===== src/rtl/reset_sequencer.sv =====
// reset_sequencer: arbitrates reset requests into a held, cooled-down system reset with cause tracking
module reset_sequencer #(
   parameter int unsigned HOLD_CYCLES     = 200,
   parameter int unsigned COOLDOWN_CYCLES = 16
) (
   input  logic       clk,
   input  logic       reset_n,
   input  logic [2:0] req,
   input  logic       cause_clr,
   output logic       sys_rst_n,
   output logic [3:0] cause,
   output logic [7:0] rst_count,
   output logic       busy
);
   typedef enum logic [1:0] {ASSERT, COOLDOWN, IDLE} state_t;
   localparam logic [15:0] HOLD_LAST = 16'(HOLD_CYCLES - 1);
   localparam logic [15:0] COOL_LAST = 16'(COOLDOWN_CYCLES - 1);
   state_t      state_q;
   logic [15:0] ctr_q;
   logic        sys_rst_n_q;
   logic [3:0]  cause_q;
   logic [7:0]  count_q;
   logic        busy_q;
   logic [2:0]  pending_q;
   logic [2:0]  eff_d;
   assign eff_d     = req | pending_q;
   assign sys_rst_n = sys_rst_n_q;
   assign cause     = cause_q;
   assign rst_count = count_q;
   assign busy      = busy_q;
   // sequencer: hold reset, then cool down, then accept live or deferred requests
   always_ff @(posedge clk or negedge reset_n) begin
      if (!reset_n) begin
         state_q     <= ASSERT;
         ctr_q       <= '0;
         sys_rst_n_q <= 1'b0;
         cause_q     <= 4'b1000;
         count_q     <= '0;
         busy_q      <= 1'b1;
         pending_q   <= '0;
      end else begin
         case (state_q)
            ASSERT: begin
               if (req != 3'b000) begin
                  ctr_q        <= '0;
                  cause_q[2:0] <= cause_q[2:0] | req;
               end else if (ctr_q == HOLD_LAST) begin
                  sys_rst_n_q <= 1'b1;
                  ctr_q       <= '0;
                  if (COOLDOWN_CYCLES == 0) begin
                     state_q <= IDLE;
                     busy_q  <= 1'b0;
                  end else begin
                     state_q <= COOLDOWN;
                  end
               end else begin
                  ctr_q <= ctr_q + 16'd1;
               end
            end
            COOLDOWN: begin
               pending_q <= pending_q | req;
               if (cause_clr) cause_q <= '0;
               if (ctr_q == COOL_LAST) begin
                  state_q <= IDLE;
                  busy_q  <= 1'b0;
                  ctr_q   <= '0;
               end else begin
                  ctr_q <= ctr_q + 16'd1;
               end
            end
            default: begin
               if (eff_d != 3'b000) begin
                  cause_q     <= {1'b0, eff_d};
                  pending_q   <= '0;
                  ctr_q       <= '0;
                  count_q     <= (count_q == 8'hFF) ? count_q : count_q + 8'd1;
                  sys_rst_n_q <= 1'b0;
                  state_q     <= ASSERT;
                  busy_q      <= 1'b1;
               end else if (cause_clr) begin
                  cause_q <= '0;
               end
            end
         endcase
      end
   end
endmodule


===== config.mk =====
export PLATFORM = sky130hd
export DESIGN_NAME = reset_sequencer
export DESIGN_NICKNAME = d
export VERILOG_FILES = /design/src/rtl/reset_sequencer.sv
export SDC_FILE = /design/constraint.sdc
export NUM_CORES = 1
export LEC_CHECK = 0
export BUFFER_PORTS_ARGS = -buffer_cell sky130_fd_sc_hd__buf_2
export CELL_PAD_IN_SITES_DETAIL_PLACEMENT = 0
export CELL_PAD_IN_SITES_GLOBAL_PLACEMENT = 1
export CORE_MARGIN = 5
export CORE_UTILIZATION = 38
export CTS_BUF_LIST = sky130_fd_sc_hd__clkbuf_8
export CTS_CLUSTER_SIZE = 8
export DETAILED_ROUTE_END_ITERATION = 10
export PLACE_DENSITY = 0.73
export SYNTH_ARGS = -nofsm -noshare
export SYNTH_HDL_FRONTEND = slang
export SYNTH_SLANG_ARGS = --single-unit

===== constraint.sdc =====
create_clock -name clk -period 2 [get_ports clk]
set_clock_uncertainty 0.2 [all_clocks]
set_input_delay 0.5 -clock clk [delete_from_list [all_inputs] [get_ports clk]]
set_output_delay 0.5 -clock clk [all_outputs]
set_load 0.02 [all_outputs]

## After elaboration in Yosys (flattened, before gate mapping)

Cells that the tools add are included.

| operators by class | value |
|---|---|
| add/sub/neg operators | 2 |
| equal/unequal tests | 8 |
| mux-type cells | 24 |
| bitwise gates (word level) | 6 |
| reductions and logical operators | 12 |

Operators with widths:

| kind | count |
|---|---|
| $mux W16 | 4 |
| $pmux W16 S2 | 1 |
| $add A16 B1 Y16 const B | 1 |
| $eq A16 B4 Y1 const B | 1 |
| $eq A16 B8 Y1 const B | 1 |
| $pmux W3 S2 | 2 |
| $reduce_bool A3 Y1 | 3 |
| $add A8 B1 Y8 const B | 1 |
| $eq A8 B8 Y1 const B | 1 |
| $mux W2 | 4 |
| $mux W4 | 2 |
| $ne A2 B2 Y1 const B | 4 |
| $reduce_and A4 Y1 | 2 |
| $mux W3 | 2 |
| $or A3 B3 Y3 | 2 |
| $pmux W1 S2 | 3 |
| $reduce_and A3 Y1 | 2 |
| $mux W1 | 5 |
| $not A1 Y1 | 4 |
| $pmux W2 S2 | 1 |
| $reduce_bool A2 Y1 | 2 |
| $eq A2 B1 Y1 const B | 1 |
| $logic_not A2 Y1 | 1 |
| $reduce_and A2 Y1 | 1 |
| $reduce_or A2 Y1 | 1 |

| word-level totals | value |
|---|---|
| bits in registers | 35 |
| input port bits | 6 |
| output and inout port bits | 14 |
| word-level logic and storage cells | 60 |

## Longest topological paths before layout

Gate-level depths: netlist of run 1.

| logic depth | value |
|---|---|
| word-level depth | 4 |
| depth in mapped cells | 5 |
| mapped depth without buffers | 5 |

## Least setup slack after synthesis of run 1

OpenSTA, ideal clock, no wires.

| timing | value |
|---|---|
| path kind | input port to flip-flop |
| start | in req[0] |
| end | reg count_q[1], in the netlist rst_count[1] |
| setup time | 0.125 ns |
| arrival time | 1.876 ns |
| data required time | 1.675 ns |
| path slack | -0.201 ns |
| stages on the path | 5 |
| path buffers | 1 |
| path through | or4_1 buf_2 o31ai_4 nor2_2 mux2_4 |

| between the ends | value |
|---|---|
| cells in the longest elaborated chain, start to end | 3 |

Ends and longest elaborated chain:

| what | RTL line | RTL |
|---|---|---|
| start: declaration | 8 | `input logic [2:0] req,` |
| $or A3 B3 Y3 | 26 | `assign eff_d = req \| pending_q;` |
| $reduce_bool A3 Y1 | 72 | `if (eff_d != 3'b000) begin` |
| $reduce_and A3 Y1 (no source line) | -- |  |
| end signal: assignment | 76 | `count_q <= (count_q == 8'hFF) ? count_q : count_q + 8'd1;` |
| end: declaration | 22 | `logic [7:0] count_q;` |

No other way between the ends.
A chain may end at the register's enable or synchronous reset.

## Final worst setup path of run 1

| timing | value |
|---|---|
| start | reg ctr_q[1] |
| end | reg ctr_q[14] |

| between the ends | value |
|---|---|
| cells in the longest elaborated chain, start to end | 4 |
| elaborated cells on any way between the ends | 7 |
| classes of those cells | add/sub (1); eq/ne (2); mux (4) |

Ends and longest elaborated chain:

| what | RTL line | RTL |
|---|---|---|
| start: declaration | 19 | `logic [15:0] ctr_q;` |
| start signal: assignment | 57 | `ctr_q <= ctr_q + 16'd1;` |
| start signal: assignment | 68 | `ctr_q <= ctr_q + 16'd1;` |
| $add A16 B1 Y16 or $eq A16 B8 Y1 (tied branches) | 57, 68, 47 |  |
| $mux W16 | 47 | `end else if (ctr_q == HOLD_LAST) begin` |
| $mux W16 | 44 | `if (req != 3'b000) begin` |
| $pmux W16 S2 * | 42 | `case (state_q)` |

Every way passes the cells marked *; elsewhere a longest branch is shown, timed or not.

==> results of run 1 <==
metrics by stage:
stage,area (um2),utilization (%)
floorplan,1920,-
global placement,2340,49.0
detailed placement,2340,49.0
CTS,2480,51.7
global route,2500,52.2
finish,2500,52.2
where the power goes:
group	internal (W)	switching [W]
Combinational	0.0000308	0.0000393
Clock	0.000371	0.000273
Sequential	0.000709	0.00000187
Total	0.00111	0.000314
worst max path at each step:
stage | startpoint | to | cells after the start
after floorplan | req[0] | rst_count[1] | 5
after global placement | req[0] | rst_count[5] | 6
after detailed placement | req[0] | rst_count[5] | 6
after CTS | ctr_q[1] | ctr_q[14] | 5
after global routing | ctr_q[1] | ctr_q[14] | 5
final | ctr_q[1] | ctr_q[14] | 5
repair_timing:
item                                    in CTS  in global routing
hold buffers                                 1                  0
resized for setup                            1                  4
pin swaps                                    0                  3
endpoints found under the setup margin       1                 10
hold endpoints to repair                    14                  0
buffers inserted                             1                  0
cell type report:
type	count	share of cell area, %
Multi-Input combinational cell	146	39.5
Inverter	4	0.601
Clock inverter	3	1.75
Sequential cell	35	35.2
Tap cell	67	3.36
Clock buffer	5	2.76
Timing Repair Buffer	60	16.9
logic make-up (layout without fill, tap and decap cells):
| family | Yosys count | count (layout) | synth area share (%) |
|---|---|---|---|
| fa+ha+maj | 3 | 3 | 1.98 |
| xor+xnor | 17 | 17 | 7.84 |
| flops | 35 | 35 | 46.3 |
| mux | 1 | 1 | 0.791 |
| simple gates | 88 | 88 | 25.1 |
| buf+inv | 16 | 72 | 3.49 |
| compound gates | 37 | 37 | 14.6 |
flip-flops by register name, summed over array words and instances, names as in the netlist:
register	count
pending_q	3
state_q	2
cause	4
ctr_q	16
sys_rst_n	1
busy	1
rst_count	8
cells in the mapped netlist (2+ instances only):
cell	instances	share of area (%)
dfrtp_1	33	44
o41ai_1	3	1.4
clkbuf_1	7	1.4
o21ai_0	9	2.4
a21oi_1	5	1.3
nor2_1	6	1.2
buf_2	4	1.1
o31ai_1	7	2.8
nor2b_1	3	0.99
nand2_1	27	5.3
and4_1	2	0.92
nand3_1	12	3.2
dfstp_2	2	2.8
nand4_1	10	3.3
or4_1	2	0.79
xnor2_1	8	3.7
o22ai_1	3	0.99
ha_1	3	2.0
and2_1	3	0.99
xor2_1	9	4.2
inv_1	4	0.79
nor3_1	6	1.6
nor4_1	8	2.6
worst reg2reg max path: cells and delay by family, from the launching register on:
kind / cells / cell delay [ns]
adders and majority gates: 1 / 0.21
DFF: 1 / 0.38
AOI/OAI and AO/OA: 1 / 0.19
and+or+nand+nor: 3 / 0.92
routing by layer:
metal  track usage [%]  vias to the layer above  wire length, um
met3              2.91                        6              135
met4              6.59                        0               80
met1              20.2                      761             2220
li1                  -                      833                -
met2              24.6                       18             1960
met5                 0                        -                0
==> summary.md, run 1 <==
| Metric | Value |
|---|---|
| Syn nets | `206` |
| Avg WL per Cell | `13.7 um` |
| MaxCap Viol Count | `0` |
| First-pass DRT Iterations | `4` |
| R2r worst-path depth | `5` |
| Reg clk slew, reported paths | `0.08 ns` |
| Fin. max-slew vios | `0` |
| Sequential cell area fraction in the yosys report | `46.3%` |
| CP Launch Type | `register` |
| Port bufs | `19` |
| RSZ-0062 raised after global routing | `true` |
| Maximum vdd drop | `0.573 mV` |
| Unique cell type count in the Yosys netlist | `44` |
| GRT overflow | `0` |
| Max Clk Rate | `506 MHz` |
| CTS tree | `yes` |
| CTS Buffer Depth | `2` |
| Avg Cell Area, Syn | `9.63 um2` |
| Crit. End Element | `register` |
| Vias per cell | `5.06` |
| Synthesized area | `0.00190 mm2` |
| Ys flop type | `dfrtp_1` |
| Ratio of cells with drive above 1 in the final layout | `33.2%` |
| Starting Density | `39.7%` |
| Setup WS pre-CTS | `-0.195 ns` |
| DRC Markers | `0` |
| # IOs | `20` |
| CP Cell Sequence | `ha_2, nand3_2, or4_4, or3_1, a32oi_1` |
| Pwr/cell area | `571 mW/mm2` |
| Commonest non-fill, non-tap cell in the layout | `buf_4` |
| Number of synthesized flops with an enable pin | `0` |
| Routed WL | `4.39 mm` |
| Critical Path RT | `2.02 ns` |
| Vias in the first global route | `1654` |
| CP Max Fanout | `3` |
| Hold WC Path Type | `register to register` |
| Hold path start | `cause[2]` |
| Ys async rst share | `100%` |
| CP Buf/Inv Count | `0` |
| Worst Hold Depth | `2` |
| Reg2reg setup slack | `0.02 ns` |
| Slowest cell on crit path | `or4_4` |
| Pwr Total | `0.00143 W` |
| Antenna Cells | `0` |
| Clock root buffer | `clkbuf_8` |
| Critical Path Max Stage Delay | `0.53 ns` |
| Worst hold slack | `0.270 ns` |
| Non-filler cells, final | `320` |
| Final min period | `1.98 ns` |
| Final Setup Violations | `0` |
| WHS Endpoint | `cause[2]` |
| Num Clock Sinks | `35` |
| Layout area overhead | `31.6%` |
| Gp weighted congestion | `0.759` |
| Remaining antenna violation count | `0` |
| Chip height | `80.7 um` |
| Num CTS Buffers | `5` |
| Initial antenna violation count | `0` |
| Die Wd | `80.7 um` |
| Yosys warns | `0` |
| Site Rows | `25` |
| FF+latch count, synth | `35` |
| Die ar. | `0.00651 mm2` |
| CP top delay family | `simple AND/OR/NAND/NOR gates` |
| Most frequent cells in the layout | `buf_4, dfrtp_1, nand2_1` |
| Final TNS setup | `0 ns` |
| Worst-Margin Slew | `0.459 ns` |
| Final Worst Setup Slack | `0.0247 ns` |
| Core Area | `0.00479 mm2` |
| LEAKAGE | `1.11 nW` |
| Final hold violation count | `0` |
| Final net count | `261` |
| Fillers | `438` |
| Largest net degree at the start of global routing | `20` |
| Reg area | `878 um2` |
| Multi-input gate area | `986 um2` |
| Via count | `1618` |
| Initial drt markers | `58` |
| First-pass GRT wire length | `7.71 mm` |
| GRT Overall Usage | `15.4%` |
| H-tree depth | `2` |
| Data arrival, critical path | `1.99 ns` |
| Slew margin rel. | `69.3%` |
| Synthesized netlist cell count | `197` |
| WS Path Type | `register to register` |
| DPL Wire Length | `3.22 mm` |
| Final period util | `98.8%` |
| Dpl cells | `310` |
| Reg-to-reg startpoint | `ctr_q[1]` |
| Later-pin clock latency in the skew report | `0.30 ns` |
| Status | `completed` |
| Reg2Reg Capture Point | `ctr_q[14]` |
Power figures use the tool's default switching activity.
==> run 2: changes to the inputs <==
RECOVER_POWER = 100   (was not set)
==> summary.md, run 2 (synthesis results as in run 1) <==
| Metric | Value |
|---|---|
| Via count | `1628 (was 1618)` |
| Fillers | `443 (was 438)` |
| Routed WL | `4.41 mm (was 4.39 mm)` |
| Ratio of cells with drive above 1 in the final layout | `26.9% (was 33.2%)` |
| Worst hold slack | `0.274 ns (was 0.270 ns)` |
| Vias in the first global route | `1654 (unchanged)` |
| Internal power | `0.00111 W (about the same)` |
| Status | `completed (unchanged)` |
| Multi-input gate area | `986 um2 (unchanged)` |
| # IOs | `20 (unchanged)` |
| CP Launch Type | `register (unchanged)` |
| Worst-Margin Slew | `0.960 ns (was 0.459 ns)` |
| Data arrival, critical path | `1.99 ns (about the same)` |
| First-pass DRT Iterations | `4 (unchanged)` |
| Remaining antenna violation count | `0 (unchanged)` |
| MaxCap Viol Count | `0 (unchanged)` |
| Vias per cell | `5.09 (was 5.06)` |
| Final net count | `261 (unchanged)` |
| Most frequent cells in the layout | `buf_4, dfrtp_1, nand2_1 (unchanged)` |
| Setup WS pre-CTS | `-0.195 ns (unchanged)` |
| CTS tree | `yes (unchanged)` |
| Non-filler cells, final | `320 (unchanged)` |
| Antenna Cells | `0 (unchanged)` |
| Final Worst Setup Slack | `0.0256 ns (was 0.0247 ns)` |
| Pwr/cell area | `577 mW/mm2 (was 571 mW/mm2)` |
| GRT Overall Usage | `15.4% (unchanged)` |
| H-tree depth | `2 (unchanged)` |
| Crit. End Element | `register (unchanged)` |
| Pwr Total | `0.00142 W (was 0.00143 W)` |
| Num Clock Sinks | `35 (unchanged)` |
| Fin util | `51.5% (was 52.2%)` |
| Port bufs | `19 (unchanged)` |
| Later-pin clock latency in the skew report | `0.30 ns (about the same)` |
| Starting Density | `39.7% (unchanged)` |
| Clock root buffer | `clkbuf_8 (unchanged)` |
| Gp weighted congestion | `0.759 (unchanged)` |
| DRC Markers | `0 (unchanged)` |
| Max Clk Rate | `506 MHz (about the same)` |
| Critical Path RT | `2.02 ns (about the same)` |
| Dpl cells | `310 (unchanged)` |
| Final min period | `1.97 ns (was 1.98 ns)` |
| Net switching power | `0.000315 W (was 0.000314 W)` |
| Commonest non-fill, non-tap cell in the layout | `buf_4 (unchanged)` |
| Final hold violation count | `0 (unchanged)` |
| Sw frac | `22.1% (about the same)` |
| Layout area overhead | `29.9% (was 31.6%)` |
| CP Max Fanout | `3 (unchanged)` |
| Site Rows | `25 (unchanged)` |
| GRT overflow | `0 (unchanged)` |
| Largest net degree at the start of global routing | `20 (unchanged)` |
| Initial drt markers | `55 (was 58)` |
| RSZ-0062 raised after global routing | `true (unchanged)` |
| CTS Buffer Depth | `2 (unchanged)` |
| DPL Wire Length | `3.22 mm (unchanged)` |
| Slew margin rel. | `36.0% (was 69.3%)` |
| Reg clk slew, reported paths | `0.08 ns (about the same)` |
| LEAKAGE | `1.05 nW (was 1.11 nW)` |
| Biggest register | `ctr_q (unchanged)` |
| First-pass GRT wire length | `7.71 mm (unchanged)` |
| Hold WC Path Type | `register to register (unchanged)` |
| Reg area | `878 um2 (unchanged)` |
| Num CTS Buffers | `5 (unchanged)` |
| Fin. max-slew vios | `0 (unchanged)` |
| Initial antenna violation count | `0 (unchanged)` |
| Final period util | `98.7% (was 98.8%)` |
| Chip height | `80.7 um (unchanged)` |
| Combinational share of power | `4.7% (was 4.9%)` |
| Final Setup Violations | `0 (unchanged)` |
| Clk pwr share | `45.3% (was 45.2%)` |
| WS Path Type | `register to register (unchanged)` |
| Avg WL per Cell | `13.8 um (was 13.7 um)` |
| Maximum vdd drop | `0.572 mV (was 0.573 mV)` |
| Die Wd | `80.7 um (unchanged)` |
| Largest register FFs | `16 (unchanged)` |
| Sequential share of power | `50.0% (was 49.9%)` |
| Core Area | `0.00479 mm2 (unchanged)` |
| Die ar. | `0.00651 mm2 (unchanged)` |
## run 2: power by group through the flow
stage	Clock (W)	Combinational, W	Sequential [W]
2_1_floorplan	0	0.0000217	0.000727
3_3_place_gp	0	0.0000670	0.000725
3_5_place_dp	0	0.0000683	0.000725
4_1_cts	0.000669	0.0000716	0.000711
5_1_grt	0.000697	0.0000755	0.000711
6_report	0.000645	0.0000672	0.000711
## run 2: critical path, cell delays in order (launching register included)
cell and delay, ns:
dfrtp_1 0.37, ha_2 0.21, nand3_2 0.08, or4_4 0.53, or3_1 0.31, a32oi_1 0.19
## run 2: path summary, 6_finish.rpt
check | start | to | slack, ns | cells past startpoint
worst max register to register | ctr_q[1] | ctr_q[14] | 0.03 | 5
max in group asynchronous | reset_n | cause[0] | 0.23 | 3
worst min-delay path | cause[2] | cause[2] | 0.27 | 2
worst max-delay path | ctr_q[1] | ctr_q[14] | 0.03 | 5
min in group asynchronous | reset_n | cause[2] | 0.69 | 2
worst min register to register | cause[2] | cause[2] | 0.27 | 2
## run 2: repair_timing
item | in CTS | in global routing
pin swaps | 0 | 3
endpoints found under the setup margin | 1 | 10
resized for setup | 1 | 4
setup buffers | 1 | 0
hold buffers | 1 | 0
hold endpoints to repair | 14 | 0
## run 2: cell type report
class | count | share of cell area, %
Timing Repair Buffer | 60 | 15.8
Clock inverter | 3 | 1.78
Multi-Input combinational cell | 146 | 40.0
Inverter | 4 | 0.609
Tap cell | 67 | 3.40
Clock buffer | 5 | 2.79
Sequential cell | 35 | 35.6
## run 2: per-stage QoR
stage	setup TNS [ns]	cell area [um2]
2_1_floorplan	-1.46	1920
3_3_place_gp	-3.05	2340
3_5_place_dp	-3.71	2340
4_1_cts	0	2480
5_1_grt	-0.224	2470
6_report	0	2470
## run 2: layer usage
metal / routed length [um] / track usage (%) / vias to the layer above
met1: 2210 / 20.2 / 769
li1: - / - / 833
met4: 80 / 6.59 / 0
met5: 0 / 0 / -
met2: 1970 / 24.6 / 20
met3: 146 / 2.91 / 6
==> run 3: changes to the inputs <==
==> constraint.sdc (replaced) <==
create_clock -name clk -period 2 [get_ports clk]
set_clock_uncertainty 0.2 [all_clocks]
set_input_delay 0.3 -clock clk [delete_from_list [all_inputs] [get_ports clk]]
set_output_delay 0.3 -clock clk [all_outputs]
set_load 0.02 [all_outputs]
==> summary.md, run 3 (synthesis results as in run 1) <==
| Metric | Value |
|---|---|
| Initial antenna violation count | `0 (unchanged)` |
| First-pass GRT wire length | `7.49 mm (was 7.71 mm)` |
| Final min period | `1.99 ns (was 1.97 ns)` |
| Pwr/cell area | `595 mW/mm2 (was 577 mW/mm2)` |
| Ratio of cells with drive above 1 in the final layout | `23.7% (was 26.9%)` |
| Maximum vdd drop | `0.478 mV (was 0.572 mV)` |
| H-tree depth | `2 (unchanged)` |
| Vias in the first global route | `1611 (was 1654)` |
| First-pass DRT Iterations | `4 (unchanged)` |
| Num Clock Sinks | `35 (unchanged)` |
| Crit. End Element | `register (unchanged)` |
| Dpl cells | `302 (was 310)` |
| Via count | `1645 (was 1628)` |
| WS Path Type | `register to register (unchanged)` |
| MaxCap Viol Count | `0 (unchanged)` |
| Commonest non-fill, non-tap cell in the layout | `dfrtp_1 (was buf_4)` |
| Final net count | `253 (was 261)` |
| Worst-Margin Slew | `0.894 ns (was 0.960 ns)` |
| Port bufs | `19 (unchanged)` |
| Slowest cell on crit path | `or4_4 (unchanged)` |
| DRC Markers | `0 (unchanged)` |
| Die ar. | `0.00651 mm2 (unchanged)` |
| DPL Wire Length | `2.97 mm (was 3.22 mm)` |
| Final hold violation count | `0 (unchanged)` |
| Critical Path Max Stage Delay | `0.54 ns (was 0.53 ns)` |
| Critical Path RT | `2.00 ns (was 2.02 ns)` |
| Starting Density | `39.7% (unchanged)` |
| # IOs | `20 (unchanged)` |
| Remaining antenna violation count | `0 (unchanged)` |
| Final period util | `99.5% (was 98.7%)` |
| Later-pin clock latency in the skew report | `0.28 ns (was 0.30 ns)` |
| Status | `completed (unchanged)` |
| Clock root buffer | `clkbuf_8 (unchanged)` |
| CP Cell Sequence | `ha_4, nand3_2, or4_4, or3_1, a32oi_1 (was ha_2, nand3_2, or4_4, or3_1, a32oi_1)` |
| Post-route cell area | `0.00241 mm2 (was 0.00247 mm2)` |
| GRT Overall Usage | `14.7% (was 15.4%)` |
| Chip height | `80.7 um (unchanged)` |
| Vias per cell | `5.27 (was 5.09)` |
| Slew margin rel. | `40.4% (was 36.0%)` |
| Data arrival, critical path | `1.99 ns (about the same)` |
| RSZ-0062 raised after global routing | `true (unchanged)` |
| CTS Buffer Depth | `2 (unchanged)` |
| Final TNS setup | `0 ns (unchanged)` |
| CTS tree | `yes (unchanged)` |
| Routed WL | `4.25 mm (was 4.41 mm)` |
| Max Clk Rate | `503 MHz (was 506 MHz)` |
| Antenna Cells | `0 (unchanged)` |
| LEAKAGE | `1.01 nW (was 1.05 nW)` |
| Site Rows | `25 (unchanged)` |
| Layout area overhead | `27.0% (was 29.9%)` |
| Non-filler cells, final | `312 (was 320)` |
| CP Launch Type | `register (unchanged)` |
| Multi-input gate area | `993 um2 (was 986 um2)` |
| Worst hold slack | `0.189 ns (was 0.274 ns)` |
| Fillers | `463 (was 443)` |
| Fin. max-slew vios | `0 (unchanged)` |
| Reg2reg setup slack | `0.01 ns (was 0.03 ns)` |
| Num CTS Buffers | `5 (unchanged)` |
| Most frequent cells in the layout | `dfrtp_1, nand2_1, buf_4 (was buf_4, dfrtp_1, nand2_1)` |
| Final Setup Violations | `0 (unchanged)` |
| Biggest register | `ctr_q (unchanged)` |
| Core Area | `0.00479 mm2 (unchanged)` |
| Reg clk slew, reported paths | `0.07 ns (was 0.08 ns)` |
| Gp weighted congestion | `0.746 (was 0.759)` |
| Area of placed instances | `0.00227 mm2 (was 0.00234 mm2)` |
| Largest register FFs | `16 (unchanged)` |
| Initial drt markers | `74 (was 55)` |
| Hold WC Path Type | `primary input to register (was register to register)` |
| Reg area | `878 um2 (unchanged)` |
| Largest net degree at the start of global routing | `36 (was 20)` |
| Die Wd | `80.7 um (unchanged)` |
| CP Max Fanout | `3 (unchanged)` |
| Avg WL per Cell | `13.6 um (was 13.8 um)` |
| GRT overflow | `0 (unchanged)` |
-- run 3: cell type report --
class                      count  area share (%)
tap                           67            3.48
sequential                    35            36.4
clock inverter                 2            1.45
clock buffer                   6            3.43
timing repair buffer          52            13.3
inverter                       4           0.623
multi-input combinational    146            41.2
-- run 3: repair_timing --
| action | CTS | global route |
|---|---|---|
| buffers inserted | 1 | 0 |
| hold buffers | 1 | 0 |
| setup endpoints to repair | 1 | 12 |
| endpoints found under the hold margin | 33 | 0 |
| resized for setup | 1 | 7 |
| pin swaps | 0 | 2 |
-- run 3: final timing paths --
kind,start,endpoint,cells after the start
min reg2reg,cause[1],cause[1],2
max reg2reg,ctr_q[0],ctr_q[14],5
min in group asynchronous,reset_n,pending_q[1],3
max,ctr_q[0],ctr_q[14],5
min,req[0],pending_q[0],4
max in group asynchronous,reset_n,ctr_q[10],3
-- run 3: through the flow --
step	utilization, %	setup slack, ns	total power (W)
3_5_place_dp	47.4	-0.0231	0.000785
2_1_floorplan	-	-0.0119	0.000746
4_1_cts	50.2	0.0253	0.00146
6_report	50.4	0.0104	0.00143
5_1_grt	50.4	-0.0154	0.00151
3_3_place_gp	47.4	-0.00914	0.000785
-- run 3: report_power, final --
part           switching (W)  internal [W]
logic              0.0000381     0.0000241
clock network       0.000257      0.000403
registers         0.00000244      0.000710
total               0.000297       0.00114
-- run 3: critical path: cells and delay by family, from the launching register on --
kind,cells,cell delay [ns]
compound gates,1,0.21
fa+ha+maj,1,0.16
simple gates,3,0.95
flops,1,0.40
-- run 3: routing by layer --
| layer | wire length (um) | GRT usage, % | part of all wire, % |
|---|---|---|---|
| met4 | 67 | 5.24 | 1.6 |
| met1 | 2070 | 19.3 | 49 |
| met5 | 0 | 0 | 0 |
| met3 | 137 | 3.03 | 3.2 |
| met2 | 1980 | 23.8 | 46 |
